==> config.mk <==
export PLATFORM = sky130hd
export DESIGN_NAME = mem_port_master
export DESIGN_NICKNAME = d
export VERILOG_FILES = /design/src/rtl/mem_port_pkg.sv /design/src/rtl/byte_lane_extract.sv /design/src/rtl/mem_port_master.sv
export SDC_FILE = /design/constraint.sdc
export NUM_CORES = 1
export LEC_CHECK = 0
export BUFFER_PORTS_ARGS = -buffer_cell sky130_fd_sc_hd__buf_2
export CORE_ASPECT_RATIO = 2
export CORE_MARGIN = 2
export CORE_UTILIZATION = 47
export CTS_CLUSTER_DIAMETER = 50
export DETAILED_ROUTE_END_ITERATION = 8
export GPL_ROUTABILITY_DRIVEN = 0
export PLACE_DENSITY = 0.76
export SKIP_CTS_REPAIR_TIMING = 1
export SLEW_MARGIN = 40
export SYNTH_ARGS = -nofsm -noshare
export SYNTH_HDL_FRONTEND = slang
export SYNTH_SLANG_ARGS = --single-unit
==> constraint.sdc <==
create_clock -name clk -period 1.6 [get_ports clk]
set_input_delay 0.24 -clock clk [delete_from_list [all_inputs] [get_ports clk]]
set_output_delay 0.24 -clock clk [all_outputs]
set_load 0.01 [all_outputs]
==> src/rtl/mem_port_pkg.sv <==
// Shared types and lane helpers for the 16-bit memory port initiator.
package mem_port_pkg;

  localparam int unsigned DATA_W  = 16;
  localparam int unsigned ADDR_W  = 16;
  localparam int unsigned WMASK_W = 2;

  typedef enum logic [1:0] {
    IDLE   = 2'd0,
    ACCESS = 2'd1,
    RESP   = 2'd2
  } state_t;

  localparam logic [WMASK_W-1:0] WMASK_NONE = 2'b00;
  localparam logic [WMASK_W-1:0] WMASK_LO   = 2'b01;
  localparam logic [WMASK_W-1:0] WMASK_HI   = 2'b10;
  localparam logic [WMASK_W-1:0] WMASK_WORD = 2'b11;

  // Byte-lane enables for a request; loads never enable a lane.
  function automatic logic [WMASK_W-1:0] lane_mask(input logic write,
                                                    input logic is_byte,
                                                    input logic addr0);
    logic [WMASK_W-1:0] m;
    if (!write)       m = WMASK_NONE;
    else if (!is_byte) m = WMASK_WORD;
    else if (addr0)   m = WMASK_HI;
    else              m = WMASK_LO;
    return m;
  endfunction

  // Byte stores replicate the byte on both lanes so the mask alone selects it.
  function automatic logic [DATA_W-1:0] store_data(input logic write,
                                                    input logic is_byte,
                                                    input logic [DATA_W-1:0] wdata);
    logic [DATA_W-1:0] d;
    if (!write)       d = '0;
    else if (is_byte) d = {wdata[7:0], wdata[7:0]};
    else              d = wdata;
    return d;
  endfunction

endpackage

==> src/rtl/byte_lane_extract.sv <==
// Load-result formatter: selects the addressed byte lane and extends it.
module byte_lane_extract
  import mem_port_pkg::*;
(
  input  logic [DATA_W-1:0] rdata,
  input  logic              addr0,
  input  logic              is_byte,
  input  logic              is_signed,
  output logic [DATA_W-1:0] result
);

  logic [7:0] lane;

  always_comb begin
    lane   = addr0 ? rdata[15:8] : rdata[7:0];
    result = rdata;
    if (is_byte) begin
      result = is_signed ? {{8{lane[7]}}, lane} : {8'h00, lane};
    end
  end

endmodule

==> src/rtl/mem_port_master.sv <==
// Single-outstanding load/store initiator for the 16-bit magic-memory port,
// with lane steering, load extension, misalignment check and response timeout.
module mem_port_master
  import mem_port_pkg::*;
#(
  parameter int unsigned TIMEOUT = 16
) (
  input  logic               clk,
  input  logic               rst_n,
  input  logic               req_valid,
  input  logic               req_write,
  input  logic               req_byte,
  input  logic               req_signed,
  input  logic [ADDR_W-1:0]  req_addr,
  input  logic [DATA_W-1:0]  req_wdata,
  output logic               req_ready,
  output logic               done,
  output logic [DATA_W-1:0]  done_rdata,
  output logic               err,
  output logic               mem_read,
  output logic               mem_write,
  output logic [WMASK_W-1:0] mem_wmask,
  output logic [ADDR_W-1:0]  mem_address,
  output logic [DATA_W-1:0]  mem_wdata,
  input  logic               mem_resp,
  input  logic [DATA_W-1:0]  mem_rdata
);

  localparam int unsigned CNT_W = (TIMEOUT > 2) ? $clog2(TIMEOUT) : 1;
  localparam logic [CNT_W-1:0] CNT_LAST = CNT_W'(TIMEOUT - 1);

  state_t state_q, state_d;

  logic              wr_q, byte_q, sgn_q;
  logic [ADDR_W-1:0] addr_q;
  logic [DATA_W-1:0] wdata_q;
  logic [CNT_W-1:0]  cnt_q, cnt_d;

  logic               accept_c, timeout_c;
  logic [DATA_W-1:0]  ext_c;
  logic               sel_wr, sel_byte;
  logic [ADDR_W-1:0]  sel_addr;
  logic [DATA_W-1:0]  sel_wdata;

  logic               ready_d, done_d, err_d, read_d, write_d;
  logic [DATA_W-1:0]  rdata_d, wdata_d;
  logic [WMASK_W-1:0] wmask_d;
  logic [ADDR_W-1:0]  addr_d;

  byte_lane_extract u_extract (
    .rdata     (mem_rdata),
    .addr0     (addr_q[0]),
    .is_byte   (byte_q),
    .is_signed (sgn_q),
    .result    (ext_c)
  );

  assign timeout_c = (TIMEOUT != 0) && (cnt_q == CNT_LAST);

  always_ff @(posedge clk or negedge rst_n) begin
    if (!rst_n) state_q <= IDLE;
    else        state_q <= state_d;
  end

  // Next state plus the values every registered output takes after this edge.
  always_comb begin
    state_d  = state_q;
    accept_c = 1'b0;
    cnt_d    = cnt_q;
    err_d    = 1'b0;
    rdata_d  = '0;
    case (state_q)
      IDLE: begin
        if (req_valid) begin
          accept_c = 1'b1;
          if (!req_byte && req_addr[0]) begin
            state_d = RESP;
            err_d   = 1'b1;
          end else begin
            state_d = ACCESS;
            cnt_d   = '0;
          end
        end
      end
      ACCESS: begin
        if (mem_resp) begin
          state_d = RESP;
          rdata_d = wr_q ? '0 : ext_c;
        end else if (timeout_c) begin
          state_d = RESP;
          err_d   = 1'b1;
        end else begin
          cnt_d = cnt_q + CNT_W'(1);
        end
      end
      RESP:    state_d = IDLE;
      default: state_d = IDLE;
    endcase

    // Strobes for the first ACCESS cycle come from the request being accepted.
    sel_wr    = accept_c ? req_write : wr_q;
    sel_byte  = accept_c ? req_byte  : byte_q;
    sel_addr  = accept_c ? req_addr  : addr_q;
    sel_wdata = accept_c ? req_wdata : wdata_q;

    ready_d = (state_d == IDLE);
    done_d  = (state_d == RESP);
    read_d  = 1'b0;
    write_d = 1'b0;
    wmask_d = WMASK_NONE;
    addr_d  = '0;
    wdata_d = '0;
    if (state_d == ACCESS) begin
      read_d  = !sel_wr;
      write_d = sel_wr;
      wmask_d = lane_mask(sel_wr, sel_byte, sel_addr[0]);
      addr_d  = sel_addr;
      wdata_d = store_data(sel_wr, sel_byte, sel_wdata);
    end
  end

  always_ff @(posedge clk or negedge rst_n) begin
    if (!rst_n) begin
      wr_q    <= 1'b0;
      byte_q  <= 1'b0;
      sgn_q   <= 1'b0;
      addr_q  <= '0;
      wdata_q <= '0;
      cnt_q   <= '0;
    end else begin
      cnt_q <= cnt_d;
      if (accept_c) begin
        wr_q    <= req_write;
        byte_q  <= req_byte;
        sgn_q   <= req_signed;
        addr_q  <= req_addr;
        wdata_q <= req_wdata;
      end
    end
  end

  always_ff @(posedge clk or negedge rst_n) begin
    if (!rst_n) begin
      req_ready   <= 1'b1;
      done        <= 1'b0;
      done_rdata  <= '0;
      err         <= 1'b0;
      mem_read    <= 1'b0;
      mem_write   <= 1'b0;
      mem_wmask   <= WMASK_NONE;
      mem_address <= '0;
      mem_wdata   <= '0;
    end else begin
      req_ready   <= ready_d;
      done        <= done_d;
      done_rdata  <= rdata_d;
      err         <= err_d;
      mem_read    <= read_d;
      mem_write   <= write_d;
      mem_wmask   <= wmask_d;
      mem_address <= addr_d;
      mem_wdata   <= wdata_d;
    end
  end

endmodule

==> results_tabular.tex <==
\begin{tabular}{lr}
\hline
Metric & Value \\
\hline
\multicolumn{2}{l}{\textbf{Run status}} \\
\quad Run status & finished, violations left \\
\quad Failing checks & setup timing \\
\multicolumn{2}{l}{\textbf{Place}} \\
\quad Placed wire-length estimate after detailed placement & 6.38 mm \\
\quad PortBufs & 109 \\
\quad Cell count after placement & 537 \\
\multicolumn{2}{l}{\textbf{Power}} \\
\quad Switching portion of total power & 30.9\% \\
\quad Fraction of power consumed by combinational cells & 34.6\% \\
\quad Register share of total power & 41.3\% \\
\quad Power per standard cell area & 1490 mW/mm2 \\
\quad Clock network fraction of total power & 24.1\% \\
\quad Cell-internal power & 5580 uW \\
\quad Total leakage power & 0.00273 uW \\
\quad Worst vdd rail ir drop & 0.930 mV \\
\quad Power dissipated by switching net loads & 2490 uW \\
\multicolumn{2}{l}{\textbf{Cells and area}} \\
\quad Fillcell total & 610 \\
\quad Most common cell after layout, fill and taps aside & sky130\_fd\_sc\_hd\_\_buf\_2 \\
\quad Commonest cells after routing, fill and taps aside & sky130\_fd\_sc\_hd\_\_buf\_2, sky130\_fd\_sc\_hd\_\_dfrtp\_1, sky130\_fd\_sc\_hd\_\_nand2\_1, sky130\_fd\_sc\_hd\_\_buf\_4, sky130\_fd\_sc\_hd\_\_mux2\_4 \\
\quad Number of diodes & 0 \\
\quad Count of nets after finishing & 512 \\
\quad Area occupied by registers & 0.00240 mm2 \\
\quad Share of cells above drive strength 1 & 48.9\% \\
\quad Layout-stage area growth over the synthesis result & 38.2\% \\
\quad Number of non-filler instances in the completed layout & 558 \\
\quad Total area of multi-input combinational cells & 0.00168 mm2 \\
\quad Final core occ & 66.4\% \\
\multicolumn{2}{l}{\textbf{Setup path}} \\
\quad Category of the worst setup path launch point & flop \\
\quad Capturing element type of the critical path & flop \\
\quad Crit Path Max Fanout & 10 \\
\quad Required time of the critical path & 1820 ps \\
\quad Most used cell along the critical path & sky130\_fd\_sc\_hd\_\_buf\_6 \\
\quad WS Path Type & reg -> reg \\
\quad Cell-by-cell listing of the critical path & buf\_6 > nor3b\_2 > buf\_6 > buf\_12 > mux2\_2 > nor3b\_1 \\
\quad Arrival time at the worst endpoint & 1830 ps \\
\quad CP max stage delay & 390 ps \\
\quad Critical-path top delay cell & sky130\_fd\_sc\_hd\_\_dfrtp\_1 \\
\multicolumn{2}{l}{\textbf{Route}} \\
\quad Remaining antenna violation count & 0 \\
\quad Count of unresolved DRC violations after routing & 0 \\
\quad Initial DRC Count & 193 \\
\quad Post-Route WL & 9.34 mm \\
\quad Number of vias in the routed layout & 2960 \\
\quad Average wire per cell in the routed design & 16.7 um \\
\quad Vias/cell & 5.30 \\
\quad Detailed Routing Iterations Pass 1 & 5 \\
\multicolumn{2}{l}{\textbf{STA}} \\
\quad Ratio of final minimum period to clock period & 100\% \\
\quad Worst slew slack as a fraction of its limit & 74.7\% \\
\quad Number of endpoints with negative hold slack in the final report & 0 \\
\quad WHS & 105 ps \\
\quad Final period demand of the worst path & 1610 ps \\
\quad Final worst slack & -6.60 ps \\
\quad Final TNS setup & -11.0 ps \\
\quad Unrepaired setup endpoints after global routing & yes \\
\quad Maximum operating frequency & 622 MHz \\
\quad Final number of setup-violating endpoints & 4 \\
\quad Slew at the pin closest to its max-slew limit & 380 ps \\
\quad Slew Viols, Final & 0 \\
\quad Worst clock skew & 4.82 ps \\
\multicolumn{2}{l}{\textbf{Synthesis}} \\
\quad Synth Instances & 320 \\
\quad Share of synthesized area occupied by flip-flops and latches & 61.2\% \\
\quad Post-synthesis register bit count & 96 \\
\quad Combined area of all synthesized cells & 0.00393 mm2 \\
\quad Avg Synthesized Cell Area & 12.3 um2 \\
\quad Mapped Nets & 376 \\
\quad Number of distinct library cell variants in the gate-level netlist after synthesis & 40 \\
\quad Synth warn & 0 \\
\multicolumn{2}{l}{\textbf{Clocking}} \\
\quad Clock sinks & 96 \\
\quad Insertion delay to the later sink of the worst-skew pair & 330 ps \\
\quad Max clock buf depth & 2 \\
\quad Clock buffer count from CTS & 9 \\
\quad Cell chosen for the clock root & sky130\_fd\_sc\_hd\_\_clkbuf\_16 \\
\quad H-tree Lvls & 3 \\
\quad Clk pin slew, worst setup/hold paths & 60 ps \\
\quad TritonCTS clock tree & built \\
\multicolumn{2}{l}{\textbf{Floorplan}} \\
\quad Die outline width & 68.7 um \\
\quad Starting density of the core & 48.1\% \\
\quad Ports placed on the boundary & 110 \\
\quad Die area & 0.00915 mm2 \\
\quad Die Ht & 133 um \\
\quad Site row count & 47 \\
\quad Core outline area & 0.00817 mm2 \\
\multicolumn{2}{l}{\textbf{Min path}} \\
\quad Class of the worst hold path & in -> reg \\
\multicolumn{2}{l}{\textbf{Global routing}} \\
\quad First-pass GRT wire length & 14.8 mm \\
\quad Number of antenna violations at the first check in global routing & 0 \\
\quad Remaining global-route overflow & 0 \\
\quad Met3 usage & 4.98\% \\
\quad Via count of the first global-routing pass & 3123 \\
\quad Gr usage total & 21.5\% \\
\quad Pin count of the biggest net entering global routing & 71 \\
\quad Met2 GRT Util & 37.1\% \\
\quad Met1 Use GR & 24.3\% \\
\quad Top Usage Layer GRT & met2 \\
\multicolumn{2}{l}{\textbf{Job}} \\
\quad Max cap viols & 0 \\
\hline
\end{tabular}
[flip-flops by register name (all words and copies together) (netlist names), 2 cells and up]
register and cells:
addr_q 16, wdata_q 16, mem_wdata 16, state_q 2
mem_address 16, done_rdata 16, cnt_q 4, mem_wmask 2
[logic make-up (layout without fill, tap and decap cells)]
group,after synthesis,after routing,share of synthesized area [%]
multiplexers,34,34,10.1
AO/OA/AOI/OAI,42,42,9.33
AND/OR/NAND/NOR,124,124,16.2
adder cells (fa/ha/maj),1,1,0.318
buffers and inverters,23,163,2.90
flip-flops,96,96,61.2
[stage by stage]
stage	total power (uW)	setup slack [ps]	instance area (um2)
final	8080	-6.60	5430
after global routing	8520	-57.4	5430
after CTS	7660	-94.7	5070
after detailed placement	5690	-83.3	4810
after global placement	5580	-74.3	4810
after floorplan	4740	-10.8	3940
[layout make-up]
| cell class | instances | area share [%] |
|---|---|---|
| Tap cell | 98 | 2.26 |
| Timing Repair Buffer | 145 | 17.3 |
| Inverter | 3 | 0.207 |
| Clock buffer | 15 | 4.93 |
| Multi-Input combinational cell | 201 | 31.0 |
| Sequential cell | 96 | 44.3 |
[power by group through the flow]
stage	combinational, uW	sequential, uW	clock, uW
finish	2800	3340	1950
global route	3030	3400	2090
CTS	2360	3320	1990
detailed placement	2340	3350	0
global placement	2250	3340	0
floorplan	1340	3400	0
[path summary, 6_finish.rpt]
| path | startpoint | to | slack, ps | depth (start not counted) |
|---|---|---|---|---|
| min in group asynchronous | rst_n | mem_address[2] | 460 | 3 |
| worst min-delay path | req_signed | sgn_q | 100 | 3 |
| max in group asynchronous | rst_n | mem_address[14] | 830 | 3 |
| worst min register to register | wdata_q[12] | wdata_q[12] | 480 | 2 |
| worst max register to register | state_q[0] | mem_wdata[2] | -7 | 6 |
| worst max-delay path | state_q[0] | mem_wdata[2] | -7 | 6 |
[cell usage after synthesis (all sizes together)]
library cell	instances	share of area, %
a2111oi	8	3.1
a211oi	8	1.5
a21bo	1	0.25
a21boi	1	0.19
a21oi	10	1.3
a22o	1	0.22
a22oi	1	0.32
a31oi	1	0.16
a32oi	1	0.70
and2	1	0.16
and3	1	0.16
buf	10	1.7
clkbuf	10	0.96
dfrtp	95	61
dfstp	1	0.67
ha	1	0.32
inv	3	0.29
mux2	24	7.5
mux2i	10	2.5
nand2	45	4.3
nand2b	2	0.32
nand3	12	1.5
nand4b	1	0.22
nor2	13	1.2
nor2b	24	3.8
nor3	7	0.89
nor3b	11	2.2
nor4	3	0.48
o211ai	1	0.19
o21ai	4	0.51
o21bai	2	0.38
o221ai	1	0.22
o22ai	2	0.32
or3	1	0.16
or3b	3	0.67
[per-layer routing]
layer / vias to the layer above / part of all wire, %
met5: - / 0
met4: 0 / 2.4
met3: 17 / 4.6
met2: 94 / 57
met1: 1468 / 36
li1: 1381 / -
[critical path: cells and delay by family (launching register included)]
family / cells / cell delay, ps
buffers and inverters: 3 / 430
muxes: 1 / 340
and+or+nand+nor: 2 / 320
DFF: 1 / 390
(Power assumes the default switching activity.)
